--- src/rtl/xadac_axi_rd_fetch_if.sv ---
// AXI4 bus bundle shared by the read-fetch master and its downstream register slice.
// Master/Slave modports mirror each other; the fetch master only exercises AR and R.
interface AXI_BUS #(
  parameter int unsigned AXI_ADDR_WIDTH = 64,
  parameter int unsigned AXI_DATA_WIDTH = 64,
  parameter int unsigned AXI_ID_WIDTH   = 4,
  parameter int unsigned AXI_USER_WIDTH = 1
);
  localparam int unsigned StrbWidth = AXI_DATA_WIDTH / 8;

  logic [AXI_ID_WIDTH-1:0]   aw_id;
  logic [AXI_ADDR_WIDTH-1:0] aw_addr;
  logic [7:0]                aw_len;
  logic [2:0]                aw_size;
  logic [1:0]                aw_burst;
  logic                      aw_lock;
  logic [3:0]                aw_cache;
  logic [2:0]                aw_prot;
  logic [3:0]                aw_qos;
  logic [3:0]                aw_region;
  logic [5:0]                aw_atop;
  logic [AXI_USER_WIDTH-1:0] aw_user;
  logic                      aw_valid;
  logic                      aw_ready;

  logic [AXI_DATA_WIDTH-1:0] w_data;
  logic [StrbWidth-1:0]      w_strb;
  logic                      w_last;
  logic [AXI_USER_WIDTH-1:0] w_user;
  logic                      w_valid;
  logic                      w_ready;

  logic [AXI_ID_WIDTH-1:0]   b_id;
  logic [1:0]                b_resp;
  logic [AXI_USER_WIDTH-1:0] b_user;
  logic                      b_valid;
  logic                      b_ready;

  logic [AXI_ID_WIDTH-1:0]   ar_id;
  logic [AXI_ADDR_WIDTH-1:0] ar_addr;
  logic [7:0]                ar_len;
  logic [2:0]                ar_size;
  logic [1:0]                ar_burst;
  logic                      ar_lock;
  logic [3:0]                ar_cache;
  logic [2:0]                ar_prot;
  logic [3:0]                ar_qos;
  logic [3:0]                ar_region;
  logic [5:0]                ar_atop;
  logic [AXI_USER_WIDTH-1:0] ar_user;
  logic                      ar_valid;
  logic                      ar_ready;

  logic [AXI_ID_WIDTH-1:0]   r_id;
  logic [AXI_DATA_WIDTH-1:0] r_data;
  logic [1:0]                r_resp;
  logic                      r_last;
  logic [AXI_USER_WIDTH-1:0] r_user;
  logic                      r_valid;
  logic                      r_ready;

  modport Master (
    output aw_id, aw_addr, aw_len, aw_size, aw_burst, aw_lock, aw_cache, aw_prot,
           aw_qos, aw_region, aw_atop, aw_user, aw_valid,
    input  aw_ready,
    output w_data, w_strb, w_last, w_user, w_valid,
    input  w_ready,
    input  b_id, b_resp, b_user, b_valid,
    output b_ready,
    output ar_id, ar_addr, ar_len, ar_size, ar_burst, ar_lock, ar_cache, ar_prot,
           ar_qos, ar_region, ar_atop, ar_user, ar_valid,
    input  ar_ready,
    input  r_id, r_data, r_resp, r_last, r_user, r_valid,
    output r_ready
  );

  modport Slave (
    input  aw_id, aw_addr, aw_len, aw_size, aw_burst, aw_lock, aw_cache, aw_prot,
           aw_qos, aw_region, aw_atop, aw_user, aw_valid,
    output aw_ready,
    input  w_data, w_strb, w_last, w_user, w_valid,
    output w_ready,
    output b_id, b_resp, b_user, b_valid,
    input  b_ready,
    input  ar_id, ar_addr, ar_len, ar_size, ar_burst, ar_lock, ar_cache, ar_prot,
           ar_qos, ar_region, ar_atop, ar_user, ar_valid,
    output ar_ready,
    output r_id, r_data, r_resp, r_last, r_user, r_valid,
    input  r_ready
  );
endinterface

--- src/rtl/xadac_axi_rd_fetch.sv ---
// Descriptor-driven AXI4 read master: splits (addr, beats) into INCR bursts that respect
// MaxBurstLen and 4 KiB pages, and streams R data back in order with last/err marking.
module xadac_axi_rd_fetch #(
  parameter int unsigned IdWidth        = 4,
  parameter int unsigned AddrWidth      = 64,
  parameter int unsigned DataWidth      = 64,
  parameter int unsigned UserWidth      = 1,
  parameter int unsigned LenWidth       = 16,
  parameter int unsigned MaxBurstLen    = 16,
  parameter int unsigned MaxOutstanding = 4,
  parameter logic [IdWidth-1:0] AxId    = '0
) (
  input  logic                 clk,
  input  logic                 rst,
  input  logic                 req_valid,
  output logic                 req_ready,
  input  logic [AddrWidth-1:0] req_addr,
  input  logic [LenWidth-1:0]  req_beats,
  output logic                 data_valid,
  input  logic                 data_ready,
  output logic [DataWidth-1:0] data,
  output logic                 data_last,
  output logic                 err,
  output logic                 busy,
  output logic [1:0]           dbg_state,
  AXI_BUS.Master               mst
);
  localparam int unsigned BeatBytes = DataWidth / 8;
  localparam int unsigned SizeLog   = $clog2(BeatBytes);
  localparam int unsigned OutW      = $clog2(MaxOutstanding + 1);

  localparam logic [1:0] ST_IDLE  = 2'd0;
  localparam logic [1:0] ST_ISSUE = 2'd1;
  localparam logic [1:0] ST_DRAIN = 2'd2;

  logic [1:0]           state_q, state_d;
  logic [AddrWidth-1:0] cur_addr_q, cur_addr_d;
  logic [LenWidth-1:0]  ar_rem_q, ar_rem_d;
  logic [LenWidth-1:0]  rx_rem_q, rx_rem_d;
  logic [OutW-1:0]      out_q, out_d;
  logic                 err_q, err_d;
  logic                 ar_valid_q, ar_valid_d;
  logic [AddrWidth-1:0] ar_addr_q, ar_addr_d;
  logic [7:0]           ar_len_q, ar_len_d;
  logic [12:0]          n_q, n_d;

  logic                 active, accept, ar_hs, r_hs, rlast_hs, load;
  logic [AddrWidth-1:0] aligned_addr, base_addr;
  logic [LenWidth-1:0]  base_rem;
  logic [12:0]          to4k, n_next;

  // valid/ready: a transfer happens on any rising edge where both are high; once ar_valid
  // is raised it and every AR field hold until ar_ready. R is a pure pass-through.
  assign active       = (state_q != ST_IDLE);
  assign req_ready    = (state_q == ST_IDLE) && !rst;
  assign accept       = req_valid && req_ready;
  assign ar_hs        = ar_valid_q && mst.ar_ready;
  assign r_hs         = active && mst.r_valid && data_ready;
  assign rlast_hs     = r_hs && mst.r_last;
  assign aligned_addr = req_addr & ~(AddrWidth'(BeatBytes - 1));
  assign out_d        = out_q + OutW'(ar_hs) - OutW'(rlast_hs);

  // The next burst is sized from the address/remainder that will be current after this edge,
  // so a new AR can be loaded in the same cycle as the accept or the previous AR handshake.
  always_comb begin
    base_addr = cur_addr_q;
    base_rem  = ar_rem_q;
    if (state_q == ST_IDLE) begin
      base_addr = aligned_addr;
      base_rem  = req_beats;
    end else if (ar_hs) begin
      base_addr = cur_addr_q + (AddrWidth'(n_q) << SizeLog);
      base_rem  = ar_rem_q - LenWidth'(n_q);
    end
  end

  assign to4k = (13'd4096 - {1'b0, base_addr[11:0]}) >> SizeLog;

  always_comb begin
    n_next = to4k;
    if (32'(n_next) > MaxBurstLen) n_next = 13'(MaxBurstLen);
    if (32'(base_rem) < 32'(n_next)) n_next = 13'(base_rem);
  end

  always_comb begin
    state_d    = state_q;
    cur_addr_d = cur_addr_q;
    ar_rem_d   = ar_rem_q;
    rx_rem_d   = rx_rem_q;
    err_d      = err_q;
    ar_valid_d = ar_valid_q;
    ar_addr_d  = ar_addr_q;
    ar_len_d   = ar_len_q;
    n_d        = n_q;
    load       = 1'b0;
    case (state_q)
      ST_IDLE: begin
        if (accept) begin
          err_d      = 1'b0;
          cur_addr_d = base_addr;
          ar_rem_d   = base_rem;
          rx_rem_d   = req_beats;
          if (req_beats != '0) begin
            state_d = ST_ISSUE;
            load    = 1'b1;
          end
        end
      end
      ST_ISSUE: begin
        if (ar_hs) begin
          ar_valid_d = 1'b0;
          cur_addr_d = base_addr;
          ar_rem_d   = base_rem;
          if (base_rem == '0) state_d = ST_DRAIN;
        end
        if ((!ar_valid_q || ar_hs) && (base_rem != '0) && (out_d < OutW'(MaxOutstanding))) begin
          load = 1'b1;
        end
      end
      ST_DRAIN: begin
        if ((rx_rem_q == '0) && (out_q == '0)) state_d = ST_IDLE;
      end
      default: state_d = ST_IDLE;
    endcase
    if (load) begin
      ar_valid_d = 1'b1;
      ar_addr_d  = base_addr;
      ar_len_d   = 8'(n_next - 13'd1);
      n_d        = n_next;
    end
    if (r_hs) begin
      rx_rem_d = rx_rem_q - LenWidth'(1);
      if (mst.r_resp[1]) err_d = 1'b1;
    end
  end

  always_ff @(posedge clk) begin
    if (rst) begin
      state_q    <= ST_IDLE;
      cur_addr_q <= '0;
      ar_rem_q   <= '0;
      rx_rem_q   <= '0;
      out_q      <= '0;
      err_q      <= 1'b0;
      ar_valid_q <= 1'b0;
      ar_addr_q  <= '0;
      ar_len_q   <= '0;
      n_q        <= '0;
    end else begin
      state_q    <= state_d;
      cur_addr_q <= cur_addr_d;
      ar_rem_q   <= ar_rem_d;
      rx_rem_q   <= rx_rem_d;
      out_q      <= out_d;
      err_q      <= err_d;
      ar_valid_q <= ar_valid_d;
      ar_addr_q  <= ar_addr_d;
      ar_len_q   <= ar_len_d;
      n_q        <= n_d;
    end
  end

  assign data_valid = active && mst.r_valid;
  assign data       = mst.r_data;
  assign data_last  = data_valid && (rx_rem_q == LenWidth'(1));
  assign err        = err_q;
  assign busy       = active;
  assign dbg_state  = state_q;

  assign mst.ar_id     = AxId;
  assign mst.ar_addr   = ar_addr_q;
  assign mst.ar_len    = ar_len_q;
  assign mst.ar_size   = 3'(SizeLog);
  assign mst.ar_burst  = 2'b01;
  assign mst.ar_lock   = 1'b0;
  assign mst.ar_cache  = '0;
  assign mst.ar_prot   = '0;
  assign mst.ar_qos    = '0;
  assign mst.ar_region = '0;
  assign mst.ar_atop   = '0;
  assign mst.ar_user   = '0;
  assign mst.ar_valid  = ar_valid_q;
  assign mst.r_ready   = active && data_ready;

  // Write side is tied off: never requests, always drains a stray B.
  assign mst.aw_id     = '0;
  assign mst.aw_addr   = '0;
  assign mst.aw_len    = '0;
  assign mst.aw_size   = '0;
  assign mst.aw_burst  = '0;
  assign mst.aw_lock   = 1'b0;
  assign mst.aw_cache  = '0;
  assign mst.aw_prot   = '0;
  assign mst.aw_qos    = '0;
  assign mst.aw_region = '0;
  assign mst.aw_atop   = '0;
  assign mst.aw_user   = '0;
  assign mst.aw_valid  = 1'b0;
  assign mst.w_data    = '0;
  assign mst.w_strb    = '0;
  assign mst.w_last    = 1'b0;
  assign mst.w_user    = '0;
  assign mst.w_valid   = 1'b0;
  assign mst.b_ready   = 1'b1;

  logic unused_sigs;
  assign unused_sigs = ^{mst.aw_ready, mst.w_ready, mst.b_id, mst.b_resp, mst.b_user,
                         mst.b_valid, mst.r_id, mst.r_resp[0], mst.r_user};
endmodule

--- src/flat_wrapper.sv ---
// flat-port wrapper written by rule: the top's interface ports become plain ports
module xadac_axi_rd_fetch_flat 
#(
  parameter int unsigned IdWidth        = 4,
  parameter int unsigned AddrWidth      = 64,
  parameter int unsigned DataWidth      = 64,
  parameter int unsigned UserWidth      = 1,
  parameter int unsigned LenWidth       = 16,
  parameter int unsigned MaxBurstLen    = 16,
  parameter int unsigned MaxOutstanding = 4,
  parameter logic [IdWidth-1:0] AxId    = '0
)
  (clk, rst, req_valid, req_ready, req_addr, req_beats, data_valid, data_ready, data, data_last, err, busy, dbg_state, mst_aw_id, mst_aw_addr, mst_aw_len, mst_aw_size, mst_aw_burst, mst_aw_lock, mst_aw_cache, mst_aw_prot, mst_aw_qos, mst_aw_region, mst_aw_atop, mst_aw_user, mst_aw_valid, mst_aw_ready, mst_w_data, mst_w_strb, mst_w_last, mst_w_user, mst_w_valid, mst_w_ready, mst_b_id, mst_b_resp, mst_b_user, mst_b_valid, mst_b_ready, mst_ar_id, mst_ar_addr, mst_ar_len, mst_ar_size, mst_ar_burst, mst_ar_lock, mst_ar_cache, mst_ar_prot, mst_ar_qos, mst_ar_region, mst_ar_atop, mst_ar_user, mst_ar_valid, mst_ar_ready, mst_r_id, mst_r_data, mst_r_resp, mst_r_last, mst_r_user, mst_r_valid, mst_r_ready);
  AXI_BUS #(.AXI_ADDR_WIDTH(64), .AXI_DATA_WIDTH(64), .AXI_ID_WIDTH(4), .AXI_USER_WIDTH(1)) mst_i ();
  input  logic clk;
  input  logic rst;
  input  logic req_valid;
  output logic req_ready;
  input  logic [AddrWidth-1:0] req_addr;
  input  logic [LenWidth-1:0] req_beats;
  output logic data_valid;
  input  logic data_ready;
  output logic [DataWidth-1:0] data;
  output logic data_last;
  output logic err;
  output logic busy;
  output logic [1:0] dbg_state;
  output wire logic [$bits(mst_i.aw_id)-1:0] mst_aw_id;
  output wire logic [$bits(mst_i.aw_addr)-1:0] mst_aw_addr;
  output wire logic [$bits(mst_i.aw_len)-1:0] mst_aw_len;
  output wire logic [$bits(mst_i.aw_size)-1:0] mst_aw_size;
  output wire logic [$bits(mst_i.aw_burst)-1:0] mst_aw_burst;
  output wire logic [$bits(mst_i.aw_lock)-1:0] mst_aw_lock;
  output wire logic [$bits(mst_i.aw_cache)-1:0] mst_aw_cache;
  output wire logic [$bits(mst_i.aw_prot)-1:0] mst_aw_prot;
  output wire logic [$bits(mst_i.aw_qos)-1:0] mst_aw_qos;
  output wire logic [$bits(mst_i.aw_region)-1:0] mst_aw_region;
  output wire logic [$bits(mst_i.aw_atop)-1:0] mst_aw_atop;
  output wire logic [$bits(mst_i.aw_user)-1:0] mst_aw_user;
  output wire logic [$bits(mst_i.aw_valid)-1:0] mst_aw_valid;
  input wire logic [$bits(mst_i.aw_ready)-1:0] mst_aw_ready;
  output wire logic [$bits(mst_i.w_data)-1:0] mst_w_data;
  output wire logic [$bits(mst_i.w_strb)-1:0] mst_w_strb;
  output wire logic [$bits(mst_i.w_last)-1:0] mst_w_last;
  output wire logic [$bits(mst_i.w_user)-1:0] mst_w_user;
  output wire logic [$bits(mst_i.w_valid)-1:0] mst_w_valid;
  input wire logic [$bits(mst_i.w_ready)-1:0] mst_w_ready;
  input wire logic [$bits(mst_i.b_id)-1:0] mst_b_id;
  input wire logic [$bits(mst_i.b_resp)-1:0] mst_b_resp;
  input wire logic [$bits(mst_i.b_user)-1:0] mst_b_user;
  input wire logic [$bits(mst_i.b_valid)-1:0] mst_b_valid;
  output wire logic [$bits(mst_i.b_ready)-1:0] mst_b_ready;
  output wire logic [$bits(mst_i.ar_id)-1:0] mst_ar_id;
  output wire logic [$bits(mst_i.ar_addr)-1:0] mst_ar_addr;
  output wire logic [$bits(mst_i.ar_len)-1:0] mst_ar_len;
  output wire logic [$bits(mst_i.ar_size)-1:0] mst_ar_size;
  output wire logic [$bits(mst_i.ar_burst)-1:0] mst_ar_burst;
  output wire logic [$bits(mst_i.ar_lock)-1:0] mst_ar_lock;
  output wire logic [$bits(mst_i.ar_cache)-1:0] mst_ar_cache;
  output wire logic [$bits(mst_i.ar_prot)-1:0] mst_ar_prot;
  output wire logic [$bits(mst_i.ar_qos)-1:0] mst_ar_qos;
  output wire logic [$bits(mst_i.ar_region)-1:0] mst_ar_region;
  output wire logic [$bits(mst_i.ar_atop)-1:0] mst_ar_atop;
  output wire logic [$bits(mst_i.ar_user)-1:0] mst_ar_user;
  output wire logic [$bits(mst_i.ar_valid)-1:0] mst_ar_valid;
  input wire logic [$bits(mst_i.ar_ready)-1:0] mst_ar_ready;
  input wire logic [$bits(mst_i.r_id)-1:0] mst_r_id;
  input wire logic [$bits(mst_i.r_data)-1:0] mst_r_data;
  input wire logic [$bits(mst_i.r_resp)-1:0] mst_r_resp;
  input wire logic [$bits(mst_i.r_last)-1:0] mst_r_last;
  input wire logic [$bits(mst_i.r_user)-1:0] mst_r_user;
  input wire logic [$bits(mst_i.r_valid)-1:0] mst_r_valid;
  output wire logic [$bits(mst_i.r_ready)-1:0] mst_r_ready;
  assign mst_aw_id = mst_i.aw_id;
  assign mst_aw_addr = mst_i.aw_addr;
  assign mst_aw_len = mst_i.aw_len;
  assign mst_aw_size = mst_i.aw_size;
  assign mst_aw_burst = mst_i.aw_burst;
  assign mst_aw_lock = mst_i.aw_lock;
  assign mst_aw_cache = mst_i.aw_cache;
  assign mst_aw_prot = mst_i.aw_prot;
  assign mst_aw_qos = mst_i.aw_qos;
  assign mst_aw_region = mst_i.aw_region;
  assign mst_aw_atop = mst_i.aw_atop;
  assign mst_aw_user = mst_i.aw_user;
  assign mst_aw_valid = mst_i.aw_valid;
  assign mst_i.aw_ready = mst_aw_ready;
  assign mst_w_data = mst_i.w_data;
  assign mst_w_strb = mst_i.w_strb;
  assign mst_w_last = mst_i.w_last;
  assign mst_w_user = mst_i.w_user;
  assign mst_w_valid = mst_i.w_valid;
  assign mst_i.w_ready = mst_w_ready;
  assign mst_i.b_id = mst_b_id;
  assign mst_i.b_resp = mst_b_resp;
  assign mst_i.b_user = mst_b_user;
  assign mst_i.b_valid = mst_b_valid;
  assign mst_b_ready = mst_i.b_ready;
  assign mst_ar_id = mst_i.ar_id;
  assign mst_ar_addr = mst_i.ar_addr;
  assign mst_ar_len = mst_i.ar_len;
  assign mst_ar_size = mst_i.ar_size;
  assign mst_ar_burst = mst_i.ar_burst;
  assign mst_ar_lock = mst_i.ar_lock;
  assign mst_ar_cache = mst_i.ar_cache;
  assign mst_ar_prot = mst_i.ar_prot;
  assign mst_ar_qos = mst_i.ar_qos;
  assign mst_ar_region = mst_i.ar_region;
  assign mst_ar_atop = mst_i.ar_atop;
  assign mst_ar_user = mst_i.ar_user;
  assign mst_ar_valid = mst_i.ar_valid;
  assign mst_i.ar_ready = mst_ar_ready;
  assign mst_i.r_id = mst_r_id;
  assign mst_i.r_data = mst_r_data;
  assign mst_i.r_resp = mst_r_resp;
  assign mst_i.r_last = mst_r_last;
  assign mst_i.r_user = mst_r_user;
  assign mst_i.r_valid = mst_r_valid;
  assign mst_r_ready = mst_i.r_ready;
  xadac_axi_rd_fetch #(.IdWidth(IdWidth), .AddrWidth(AddrWidth), .DataWidth(DataWidth), .UserWidth(UserWidth), .LenWidth(LenWidth), .MaxBurstLen(MaxBurstLen), .MaxOutstanding(MaxOutstanding), .AxId(AxId)) u_core (.clk(clk), .rst(rst), .req_valid(req_valid), .req_ready(req_ready), .req_addr(req_addr), .req_beats(req_beats), .data_valid(data_valid), .data_ready(data_ready), .data(data), .data_last(data_last), .err(err), .busy(busy), .dbg_state(dbg_state), .mst(mst_i));
endmodule
--- config.mk ---
export PLATFORM = sky130hd
export DESIGN_NAME = xadac_axi_rd_fetch_flat
export DESIGN_NICKNAME = d
export VERILOG_FILES = /design/src/rtl/xadac_axi_rd_fetch_if.sv /design/src/rtl/xadac_axi_rd_fetch.sv /design/src/flat_wrapper.sv
export SDC_FILE = /design/constraint.sdc
export NUM_CORES = 1
export LEC_CHECK = 0
export CAP_MARGIN = 20
export CORE_ASPECT_RATIO = 1.25
export CORE_MARGIN = 8
export CORE_UTILIZATION = 31
export DETAILED_ROUTE_END_ITERATION = 10
export GPL_TIMING_DRIVEN = 0
export PLACE_DENSITY = 0.66
export SLEW_MARGIN = 10
export SYNTH_ARGS = -nofsm -noshare
export SYNTH_HDL_FRONTEND = slang
export SYNTH_SLANG_ARGS = --single-unit
--- constraint.sdc ---
create_clock -name clk -period 9.3 [get_ports clk]
set_input_delay 0.93 -clock clk [delete_from_list [all_inputs] [get_ports clk]]
set_output_delay 0.93 -clock clk [all_outputs]
set_load 0.02 [all_outputs]
==> results.md <==
* Wire per inst at approximately 19 µm
* Overall power at ~2.7 mW
* Vias at about 13000
* Clock power share at between 20% and 30%
* Worst hold slack at roughly 0.45 ns
* Core area at about 42000 µm²
* Overflow after GRT at 0
* Slew Viols, Final at 0
* IO buf count at 229
* DR iter-0 viols at roughly 670
* EDFF count, synth at 0
* Max-cap violation count at 0
* Hold buffer count at CTS at 0
* Most frequent CP cell: nand2_1
* CP max stage delay at roughly 0.63 ns
* Vias in the first global route at 12600
* Tmin final at roughly 6.5 ns
* Setup crit end kind: register
* Antenna Nets Post-Route at 0
* Post-CTS setup buffers at 0
* Post_cts resized at 0
* Sequential area share after synthesis at 28.7%
* Pre-antenna DRT Iters at 5
* R2r startpoint: u_core.mst.ar_valid
* Fin Setup TNS at 0 ns
* Die width at between 150 and 200 µm
* I/O pin cnt at around 530
* Ys flop type: dfxtp_1
* Setup-failing EPs final at 0
* Initial antenna violation count at 2
* Net Switching at roughly 1.0 mW
* Global-route wire length before repair at about 74000 µm
* R2r setup slk at around 3.4 ns
* Syn-to-layout area delta at 33.4%
* #FFs+latches synth at between 150 and 200
* Hold Vio Cnt, Final at 0
* Pleak at 7.68 nW
* Share of cells above drive strength 1 at 16.6%
* Fmax at 0.153 GHz
* Worst-Margin Slew at between 1 and 1.5 ns
* Drc violations at 0
* Worst setup margin at 2.78 ns
* WHS Path Cells at 2
* CTS tree: built
* Initial Utilization at a little under a third
* Max Fanout on Critical Path at 10
* Routed vias/inst at roughly 4.8
* Int Pwr at 1.69 mW
* Final HPWL DP at roughly 42000 µm
* Post-Synthesis Cells at between 1500 and 2000
* Die area at approximately 50000 µm²
* PD cells at 155 nW/µm²
* RR Endpoint: u_core.mst.ar_len[6]
* Critical Path RT at between 9 and 10 ns
* Tcrit/Tclk final at a little over two thirds
* Nets at 2380
* Distinct cells, synth at 82
* Gpl congestion at about 0.92
* TritonCTS buffer count at 17
* Fin Clk Skew at around 0.011 ns
* Largest net degree at the start of global routing at 18
* Worst setup SP type: input pin
* Clk sinks at 188
* Async set-reset flop share out of synthesis at 0%
* Rows at 84
* Root buffer cell: clkbuf_16
* GRT Total Usage at approximately a fifth
* Clk slew on worst S/H paths at 0.07 ns
* H-tree depth at 4
* Combinational power share at roughly two fifths
* Worst min-delay path startpoint: u_core.mst.ar_addr[7]
* Worst slack, placed at 2.45 ns
* Sequential Power Share at approximately 35%
* Reg2Reg Depth at 26
* Slowest stage cell, crit path: clkdlybuf4s50_1
* Hold crit path type: register to register
* RSZ-0062 raised after global routing: false
* WL final at about 50000 µm
* Placed Area at about 17000 µm²
* Syn avg cell area at a little under 8 µm²
* Net Sw Frac at 37.9%
* DIE HEIGHT at about 250 µm
* Worst Hold Endpoint: u_core.mst.ar_addr[7]
* Design area at ~17000 µm²
* Slew headroom at between 30% and 40%
* Skew-Pair Late Insertion Delay at between 0.4 and 0.5 ns
* Post-Syn Area at about 13000 µm²
* Maximum VDD drop at about 0.00015 V
* Status: completed
* Diodes inserted at 0
* Critical path class: input pin to register
* Warnings, synthesis at 0
* WP data arrival at 6.82 ns
* Max clock buf depth at 2
==> Yosys cell counts (4+ instances only) <==
cell        n  area [µm²]
a211oi_1   20         150
o21a_1     13        97.6
nand4_1    14        87.6
a21oi_1   141         706
nand2b_1   10        62.6
inv_1      38         143
and3_1     22         138
a22oi_1    14         105
nor4_1     12        75.1
clkbuf_1   53         199
buf_6       5        56.3
dfxtp_1   188        3760
a21o_1      8        60.1
or3_1      12        75.1
buf_1      11        41.3
xor2_1     43         377
mux2i_1    57         571
buf_2      11        55.1
o21ai_1    14        70.1
o211ai_1   16         120
nor3_1     28         140
nor2b_1     7        43.8
ha_1       40         500
and2_1     12        75.1
o21ai_0    58         290
o211a_1     5        50.1
nand2_1   227         852
nand3_1    64         320
xnor2_1    26         228
o31ai_1     7        52.6
a31oi_1     8        50.1
nor3b_1     4        30.0
nor2_1    148         556
buf_4     283        2120
==> final cells by class <==
cell class / instances / area, µm²
timing repair buffer: 229 / 2290
fill: 4257 / 24500
clock buffer: 19 / 443
sequential: 188 / 3760
clock inverter: 13 / 131
multi-input combinational: 1328 / 7510
buffer: 363 / 2480
inverter: 42 / 158
tap: 559 / 699
==> routing by layer <==
metal,vias to the layer above,share of wire (%),GRT usage (%)
li1,6298,-,-
met1,5949,35,19.5
met2,638,50,36.3
met3,133,9.7,5.31
met4,4,5.4,11.7
met5,-,0.047,0
==> critical path: cells and delay by family <==
kind	cells	cell delay [ns]
compound gates	7	1.64
mux	1	0.33
buf+inv	4	1.60
simple gates	12	1.65
fa+ha+maj	2	0.49
xor+xnor	1	0.15
==> power groups by stage <==
stage                     registers (mW)  logic [mW]  clock network [mW]
after global routing               0.947        1.12               0.786
after floorplan                    0.986       0.650                   0
final                              0.937        1.04               0.738
after CTS                          0.937        1.03               0.749
after detailed placement           0.955        1.03                   0
after global placement             0.952        1.02                   0
==> how the worst max path moves through the flow <==
stage / slack [ns] / startpoint / to / cells past startpoint
CTS: 2.91 / mst_ar_ready / u_core.mst.ar_len[6] / 27
floorplan: 4.22 / mst_ar_ready / u_core.mst.ar_len[6] / 26
global route: 2.43 / mst_ar_ready / u_core.mst.ar_len[6] / 27
global placement: 2.48 / mst_ar_ready / u_core.mst.ar_len[6] / 27
finish: 2.78 / mst_ar_ready / u_core.mst.ar_len[6] / 27
detailed placement: 2.45 / mst_ar_ready / u_core.mst.ar_len[6] / 27
==> placed cells by master (no fill, tap or decap), types with 5 or more instances in the layout <==
master,n
clkbuf_1,54
a21o_1,8
clkdlybuf4s50_1,229
nand2b_1,10
buf_1,11
nor2b_1,7
mux2i_1,57
a22oi_1,14
o21ai_0,58
or3_1,12
nand4_1,14
nor4_1,12
o21a_1,13
nand3_1,64
nand2_1,227
o21ai_1,14
xor2_1,43
dfxtp_1,188
inv_6,5
buf_4,283
clkbuf_16,17
inv_1,38
and3_1,22
conb_1,218
o211a_1,5
nor2_1,148
a211oi_1,20
o31ai_1,7
xnor2_1,26
a31oi_1,8
nor3_1,28
o211ai_1,16
buf_2,11
buf_6,5
ha_1,40
and2_1,12
a21oi_1,141
==> state kept, by name, summed over array words and instances (netlist names) <==
signal / count
u_core.ar_rem_q: 16
u_core.cur_addr_q: 64
u_core.dbg_state: 2
u_core.err: 1
u_core.mst.ar_addr: 64
u_core.mst.ar_len: 8
u_core.mst.ar_valid: 1
u_core.n_q: 13
u_core.out_q: 3
u_core.rx_rem_q: 16
==> per-stage QoR <==
stage | util, % | instances
finish | 41.7 | 2741
global route | 41.7 | 2741
CTS | 41.7 | 2741
detailed placement | 40.3 | 2709
global placement | 40.3 | 2709
floorplan | - | 1921
==> cells by family after synthesis <==
family / count (synthesis) / synth area share (%)
simple gates: 583 / 20.3
buf+inv: 405 / 20.1
compound gates: 354 / 17.1
flops: 188 / 28.7
xor+xnor: 69 / 4.61
mux: 61 / 4.73
fa+ha+maj: 43 / 4.28
other cells: 2 / 0.0573
No activity file was read; power rests on OpenSTA's default activity.
